**config.mk**
```make
export PLATFORM = sky130hd
export DESIGN_NAME = uart_tx_fifo_flat
export DESIGN_NICKNAME = d
export VERILOG_FILES = /design/src/rtl/uart_tx_fifo_if.sv /design/src/rtl/uart_tx_fifo.sv /design/src/flat_wrapper.sv
export SDC_FILE = /design/constraint.sdc
export NUM_CORES = 1
export LEC_CHECK = 0
export CORE_ASPECT_RATIO = 1.1
export CORE_MARGIN = 5
export CORE_UTILIZATION = 61
export DETAILED_ROUTE_END_ITERATION = 16
export GPL_ROUTABILITY_DRIVEN = 0
export PLACE_DENSITY = 0.78
export SETUP_SLACK_MARGIN = 0.02
export SYNTH_ARGS = -nofsm -noshare
export SYNTH_HDL_FRONTEND = slang
export SYNTH_SLANG_ARGS = --single-unit
```
**constraint.sdc**
```tcl
create_clock -name clk -period 3.7 [get_ports clk]
set_input_delay 0.925 -clock clk [delete_from_list [all_inputs] [get_ports clk]]
set_output_delay 0.925 -clock clk [all_outputs]
set_load 0.05 [all_outputs]
```
**src/rtl/uart_tx_fifo_if.sv**
```systemverilog
// Byte-push / drain-control bundle between the CPU subsystem and the UART TX path.
// The subsystem side is the master; the UART block is the slave.
interface uart_tx_fifo_if #(
    parameter int NB_UART_DATA    = 8,
    parameter int FIFO_ADDR_WIDTH = 4
);
    logic                       i_wr;
    logic [NB_UART_DATA-1:0]    i_wdata;
    logic                       i_tx_start;
    logic                       o_tx;
    logic                       o_tx_done;
    logic                       o_busy;
    logic                       o_full;
    logic                       o_empty;
    logic [FIFO_ADDR_WIDTH:0]   o_count;
    logic                       o_overflow;

    modport master (
        output i_wr, i_wdata, i_tx_start,
        input  o_tx, o_tx_done, o_busy, o_full, o_empty, o_count, o_overflow
    );

    modport slave (
        input  i_wr, i_wdata, i_tx_start,
        output o_tx, o_tx_done, o_busy, o_full, o_empty, o_count, o_overflow
    );
endinterface

```
**src/rtl/uart_tx_fifo.sv**
```systemverilog
// UART transmitter with a byte FIFO in front of it.
// Bytes are queued with i_wr; a single i_tx_start pulse drains the whole FIFO
// as back-to-back 8N1 frames, LSB first, at CLKS_PER_BIT clocks per bit.
module uart_tx_fifo #(
    parameter int NB_UART_DATA    = 8,
    parameter int FIFO_ADDR_WIDTH = 4,
    parameter int CLKS_PER_BIT    = 868
) (
    input  logic            clk,
    input  logic            i_rst,
    uart_tx_fifo_if.slave   bus
);
    localparam int DEPTH  = 2 ** FIFO_ADDR_WIDTH;
    localparam int BAUD_W = (CLKS_PER_BIT > 1) ? $clog2(CLKS_PER_BIT) : 1;
    localparam int BIT_W  = (NB_UART_DATA > 1) ? $clog2(NB_UART_DATA) : 1;
    localparam int CNT_W  = FIFO_ADDR_WIDTH + 1;

    localparam logic [BAUD_W-1:0] BAUD_LAST = BAUD_W'(CLKS_PER_BIT - 1);
    localparam logic [BIT_W-1:0]  BIT_LAST  = BIT_W'(NB_UART_DATA - 1);
    localparam logic [CNT_W-1:0]  FULL_CNT  = CNT_W'(DEPTH);

    typedef enum logic [1:0] {IDLE, START, DATA, STOP} state_t;

    // FIFO storage and bookkeeping
    logic [NB_UART_DATA-1:0]    mem [DEPTH];
    logic [FIFO_ADDR_WIDTH-1:0] wr_ptr;
    logic [FIFO_ADDR_WIDTH-1:0] rd_ptr;
    logic [CNT_W-1:0]           count;
    logic                       full;
    logic                       empty;
    logic                       push;
    logic                       pop;
    logic                       overflow;

    // Serialiser state
    state_t                     state;
    logic [BAUD_W-1:0]          baud;
    logic [BIT_W-1:0]           bit_cnt;
    logic [NB_UART_DATA-1:0]    shift;
    logic [NB_UART_DATA-1:0]    shift_nxt;
    logic                       baud_done;
    logic                       drain;
    logic                       tx;
    logic                       tx_done;

    // Flags come from the registered count, so they reflect pre-edge state.
    assign full      = (count == FULL_CNT);
    assign empty     = (count == '0);
    assign push      = bus.i_wr && !full;
    assign baud_done = (baud == BAUD_LAST);
    assign shift_nxt = shift >> 1;

    // A pop happens only when the FSM loads a new frame: leaving IDLE, or
    // chaining straight from a stop bit into the next start bit.
    assign pop = !empty &&
                 (((state == IDLE) && (drain || bus.i_tx_start)) ||
                  ((state == STOP) && baud_done && drain));

    // FIFO storage write; contents need no reset since count gates every read.
    always_ff @(posedge clk) begin
        if (push) begin
            mem[wr_ptr] <= bus.i_wdata;
        end
    end

    // Pointers and occupancy; a simultaneous push and pop leave count unchanged.
    always_ff @(posedge clk or posedge i_rst) begin
        if (i_rst) begin
            wr_ptr <= '0;
            rd_ptr <= '0;
            count  <= '0;
        end else begin
            if (push) wr_ptr <= wr_ptr + 1'b1;
            if (pop)  rd_ptr <= rd_ptr + 1'b1;
            case ({push, pop})
                2'b10:   count <= count + 1'b1;
                2'b01:   count <= count - 1'b1;
                default: count <= count;
            endcase
        end
    end

    // Sticky overflow: any push attempted while full is dropped and flagged.
    always_ff @(posedge clk or posedge i_rst) begin
        if (i_rst) begin
            overflow <= 1'b0;
        end else if (bus.i_wr && full) begin
            overflow <= 1'b1;
        end
    end

    // Drain flag: armed by a start pulse on a non-empty FIFO, dropped when the
    // last frame's stop bit ends with nothing left to send.
    always_ff @(posedge clk or posedge i_rst) begin
        if (i_rst) begin
            drain <= 1'b0;
        end else if ((state == STOP) && baud_done && !pop) begin
            drain <= 1'b0;
        end else if (bus.i_tx_start && !empty) begin
            drain <= 1'b1;
        end
    end

    // Frame serialiser: start bit, NB_UART_DATA data bits LSB first, stop bit.
    always_ff @(posedge clk or posedge i_rst) begin
        if (i_rst) begin
            state   <= IDLE;
            baud    <= '0;
            bit_cnt <= '0;
            shift   <= '0;
            tx      <= 1'b1;
            tx_done <= 1'b0;
        end else begin
            tx_done <= 1'b0;
            case (state)
                IDLE: begin
                    tx <= 1'b1;
                    if (pop) begin
                        state <= START;
                        shift <= mem[rd_ptr];
                        baud  <= '0;
                        tx    <= 1'b0;
                    end
                end
                START: begin
                    if (baud_done) begin
                        state   <= DATA;
                        baud    <= '0;
                        bit_cnt <= '0;
                        tx      <= shift[0];
                    end else begin
                        baud <= baud + 1'b1;
                    end
                end
                DATA: begin
                    if (baud_done) begin
                        baud <= '0;
                        if (bit_cnt == BIT_LAST) begin
                            state <= STOP;
                            tx    <= 1'b1;
                        end else begin
                            shift   <= shift_nxt;
                            tx      <= shift_nxt[0];
                            bit_cnt <= bit_cnt + 1'b1;
                        end
                    end else begin
                        baud <= baud + 1'b1;
                    end
                end
                STOP: begin
                    if (baud_done) begin
                        tx_done <= 1'b1;
                        baud    <= '0;
                        if (pop) begin
                            state <= START;
                            shift <= mem[rd_ptr];
                            tx    <= 1'b0;
                        end else begin
                            state <= IDLE;
                            tx    <= 1'b1;
                        end
                    end else begin
                        baud <= baud + 1'b1;
                    end
                end
                default: begin
                    state <= IDLE;
                    tx    <= 1'b1;
                end
            endcase
        end
    end

    assign bus.o_tx       = tx;
    assign bus.o_tx_done  = tx_done;
    assign bus.o_busy     = (state != IDLE);
    assign bus.o_full     = full;
    assign bus.o_empty    = empty;
    assign bus.o_count    = count;
    assign bus.o_overflow = overflow;

endmodule

```
**src/flat_wrapper.sv**
```systemverilog
// flat-port wrapper written by rule: the top's interface ports become plain ports
module uart_tx_fifo_flat 
#(
    parameter int NB_UART_DATA    = 8,
    parameter int FIFO_ADDR_WIDTH = 4,
    parameter int CLKS_PER_BIT    = 868
)
  (clk, i_rst, bus_i_wr, bus_i_wdata, bus_i_tx_start, bus_o_tx, bus_o_tx_done, bus_o_busy, bus_o_full, bus_o_empty, bus_o_count, bus_o_overflow);
  uart_tx_fifo_if #(.NB_UART_DATA(NB_UART_DATA), .FIFO_ADDR_WIDTH(FIFO_ADDR_WIDTH)) bus_i ();
  input  logic clk;
  input  logic i_rst;
  input wire logic [$bits(bus_i.i_wr)-1:0] bus_i_wr;
  input wire logic [$bits(bus_i.i_wdata)-1:0] bus_i_wdata;
  input wire logic [$bits(bus_i.i_tx_start)-1:0] bus_i_tx_start;
  output wire logic [$bits(bus_i.o_tx)-1:0] bus_o_tx;
  output wire logic [$bits(bus_i.o_tx_done)-1:0] bus_o_tx_done;
  output wire logic [$bits(bus_i.o_busy)-1:0] bus_o_busy;
  output wire logic [$bits(bus_i.o_full)-1:0] bus_o_full;
  output wire logic [$bits(bus_i.o_empty)-1:0] bus_o_empty;
  output wire logic [$bits(bus_i.o_count)-1:0] bus_o_count;
  output wire logic [$bits(bus_i.o_overflow)-1:0] bus_o_overflow;
  assign bus_i.i_wr = bus_i_wr;
  assign bus_i.i_wdata = bus_i_wdata;
  assign bus_i.i_tx_start = bus_i_tx_start;
  assign bus_o_tx = bus_i.o_tx;
  assign bus_o_tx_done = bus_i.o_tx_done;
  assign bus_o_busy = bus_i.o_busy;
  assign bus_o_full = bus_i.o_full;
  assign bus_o_empty = bus_i.o_empty;
  assign bus_o_count = bus_i.o_count;
  assign bus_o_overflow = bus_i.o_overflow;
  uart_tx_fifo #(.NB_UART_DATA(NB_UART_DATA), .FIFO_ADDR_WIDTH(FIFO_ADDR_WIDTH), .CLKS_PER_BIT(CLKS_PER_BIT)) u_core (.clk(clk), .i_rst(i_rst), .bus(bus_i));
endmodule
```
==> impl_metrics.env <==
export IMPL_fp_dieH_um=124
export IMPL_arrival_ns=2.43
export IMPL_rsz0062_at_grt="false"
export IMPL_ys_seq_area_share_pct=67.4
export IMPL_switchingPower_uw=2220
export IMPL_clock_skew_ns=0.00865
export IMPL_first_pass_iters=4
export IMPL_powerDensity_nw_per_um2=787
export IMPL_first_iter_violations=341
export IMPL_power_static_leakage_uw=0.00303
export IMPL_worst_r2r_endpoint="u_core.bus.o_count[4]"
export IMPL_clk_pin_slew_ns=0.06
export IMPL_cp_endpoint="bus_o_empty"
export IMPL_max_freq_mhz=298
export IMPL_synth_cells=430
export IMPL_ant_nets=0
export IMPL_cp_end_kind="primary output"
export IMPL_h_tree_depth=4
export IMPL_synth_edff_count=128
export IMPL_nNetsFinal=504
export IMPL_grt_usage_pct=21.5
export IMPL_status="finished clean"
export IMPL_cp_max_fo=6
export IMPL_finalCritPeriodShare_pct=90.8
export IMPL_cp_start_kind="flip-flop"
export IMPL_hold_buffers=0
export IMPL_ys_ff_latch=168
export IMPL_yosysTopAreaCell="edfxtp_1"
export IMPL_setup_violations=0
export IMPL_rr_worst_depth=13
export IMPL_syn_area_um2=7190
export IMPL_hold_viol_final=0
export IMPL_sw_frac_of_total_pct=34.3
export IMPL_p_int_uw=4240
export IMPL_place_hpwl_mm=8.91
export IMPL_post_cts_buffers=0
export IMPL_clk_latency_ns=0.42
export IMPL_wl_per_cell_um=21.9
export IMPL_clock_sinks=168
export IMPL_cts_tree="done"
export IMPL_worst_slack_ns=0.342
export IMPL_port_buffer_count=22
export IMPL_syn_area_per_cell_um2=16.7
export IMPL_synth_top_cell_area_share_pct=53.4
export IMPL_die_w_um=114
export IMPL_core_um2=11500
export IMPL_grt_overflow_total=0
export IMPL_stdcell_count=638
export IMPL_timing_setup_tns_ns=0
export IMPL_fin_crit_ns=3.36
export IMPL_pwr_share_comb_pct=34.2
export IMPL_cap_violations=0
export IMPL_cts_root_buf="clkbuf_16"
export IMPL_grt_max_degree=41
export IMPL_cts_made_buffers=17
export IMPL_syn_nets=459
export IMPL_antenna_cells=0
export IMPL_max_slew_margin_pct=27.0
export IMPL_dieArea_um2=14100
export IMPL_postCtsResizedCells=0
export IMPL_yosysWarningCount=0
export IMPL_r2r_start="u_core.baud[0]"
export IMPL_ys_types=55
export IMPL_num_io_pins=23
export IMPL_drv_slew=0
export IMPL_grt_pass1_wl_mm=22.0
export IMPL_vias=3848
export IMPL_post_place_ws_ns=0.385
export IMPL_critical_path_startpoint="u_core.bus.o_count[0]"
export IMPL_area_delta_synth_final_pct=14.3
export IMPL_pwr_share_seq_pct=41.6
export IMPL_grt_pass1_vias=3987
export IMPL_async_flop_share_pct=23.8
export IMPL_regToRegSetupSlack_ns=0.65
export IMPL_yosys_most_used_dff="edfxtp_1"
export IMPL_start_util_pct=62.6
export IMPL_num_rows=41
export IMPL_drive_gt1_share_pct=23.6
export IMPL_clockPowerShare_pct=24.3
export IMPL_utilization_pct=71.5
export IMPL_viasPerCell=6.03
export IMPL_worstMarginPinSlew_ns=1.10
export IMPL_routed_wirelength_mm=13.9
export IMPL_antenna_found_initial=0
export IMPL_ir_drop_v=0.000500
export IMPL_worstHoldPathType="reg2reg"
export IMPL_synthTopCellsByArea="edfxtp_1 53%, dfrtp_1 14%, mux4_2 10%"
export IMPL_dp_cells=606
export IMPL_drc=0
export IMPL_cts_buffer_depth=2
export IMPL_cp_required_ns=2.77
export IMPL_crit_type="reg2out"
[synthesized netlist by cell type, drive strengths merged (2+ instances only)]
master	number
inv	11
xnor2	7
a21o	5
mux4	32
ha	17
nand2	21
nor3b	3
mux2	16
a21oi	5
a211oi	2
dfrtp	39
o22ai	2
nand2b	3
nor2b	5
nand4	3
or2	2
and2	3
edfxtp	128
a22o	8
nor3	5
o21ai	22
buf	10
mux2i	11
nor4b	2
xor2	6
and3	7
nor2	21
a22oi	8
clkbuf	10
[per-stage QoR]
step | total power, uW | hold WS [ns] | area (um^2)
after floorplan | 4290 | 0.467 | 7200
after global placement | 4810 | 0.443 | 7690
after detailed placement | 4900 | 0.443 | 7690
after CTS | 6510 | 0.457 | 8220
after global routing | 6800 | 0.481 | 8220
final | 6460 | 0.451 | 8220
[power groups by stage]
stage	logic (uW)	clock network, uW	registers, uW
6_report	2210	1570	2690
5_1_grt	2380	1680	2730
4_1_cts	2220	1600	2680
3_5_place_dp	2190	0	2720
3_3_place_gp	2110	0	2690
2_1_floorplan	1640	0	2650
[layout make-up]
class / instances / area, um^2
Clock buffer: 18 / 429
Clock inverter: 14 / 98.8
Fill cell: 718 / 3270
Inverter: 11 / 41.3
Multi-Input combinational cell: 231 / 2210
Sequential cell: 168 / 4850
Tap cell: 150 / 188
Timing Repair Buffer: 46 / 400
[registers in the layout, summed over array words and instances, names as in the netlist]
| register | cells |
|---|---|
| u_core.bit_cnt | 3 |
| u_core.drain | 1 |
| u_core.bus.o_tx | 1 |
| u_core.mem | 128 |
| u_core.bus.o_tx_done | 1 |
| u_core.state | 2 |
| u_core.bus.o_count | 5 |
| u_core.baud | 10 |
| u_core.rd_ptr | 4 |
| u_core.wr_ptr | 4 |
| u_core.bus.o_overflow | 1 |
| u_core.shift | 8 |
[worst min-delay path by stage]
stage / slack, ns / to / from / depth (start not counted)
5_1_grt: 0.48 / u_core.bus.o_overflow / u_core.bus.o_overflow / 1
3_3_place_gp: 0.44 / u_core.bus.o_overflow / u_core.bus.o_overflow / 1
6_report: 0.45 / u_core.bus.o_overflow / u_core.bus.o_overflow / 1
4_1_cts: 0.46 / u_core.bus.o_overflow / u_core.bus.o_overflow / 1
2_1_floorplan: 0.47 / u_core.shift[7] / u_core.shift[7] / 1
3_5_place_dp: 0.44 / u_core.bus.o_overflow / u_core.bus.o_overflow / 1
[kinds of logic (layout without fill, tap and decap cells)]
group           after synthesis  count (layout)  share of synthesized area, %
compound gates               61              61                          6.09
xor+xnor                     13              13                          1.58
fa+ha+maj                    17              17                          2.96
buf+inv                      31              89                          1.95
flops                       168             168                          67.4
mux                          59              59                          14.1
simple gates                 81              81                          6.00
[metal layers]
layer	global-route usage [%]	vias to the layer above	wire length (um)
met5	0	-	0
met3	5.20	21	695
met1	26.3	1960	5450
li1	-	1763	-
met4	8.72	0	292
met2	36.9	104	7510
[critical path: stages, from the launching register on]
cell and delay, ns:
dfrtp_1 0.46, or4_4 0.59, nor2_4 0.15, clkdlybuf4s50_1 0.81
[placed cells by master (no fill, tap or decap), types with 3 or more instances in the layout]
| cell type | synthesis | layout |
|---|---|---|
| a21o_1 | 5 | 5 |
| mux2_2 | 16 | 16 |
| inv_6 | 0 | 3 |
| nand2b_1 | 3 | 3 |
| xnor2_1 | 7 | 7 |
| nor2b_1 | 5 | 5 |
| and2_1 | 3 | 3 |
| inv_1 | 10 | 10 |
| o21ai_0 | 21 | 21 |
| edfxtp_1 | 128 | 128 |
| a22oi_1 | 8 | 8 |
| dfrtp_2 | 0 | 3 |
| nor3b_1 | 3 | 3 |
| a21oi_1 | 4 | 4 |
| clkinv_2 | 0 | 3 |
| clkbuf_16 | 0 | 17 |
| ha_1 | 17 | 17 |
| nand4_1 | 3 | 3 |
| dfrtp_1 | 39 | 36 |
| clkdlybuf4s50_1 | 0 | 22 |
| nor2_1 | 20 | 20 |
| a22o_1 | 8 | 8 |
| nor3_1 | 5 | 5 |
| and3_1 | 7 | 7 |
| clkinvlp_4 | 0 | 4 |
| mux4_2 | 32 | 32 |
| nand2_1 | 21 | 21 |
| xor2_1 | 6 | 6 |
| buf_4 | 1 | 24 |
| mux2i_1 | 11 | 11 |
Power figures use the tool's default switching activity.
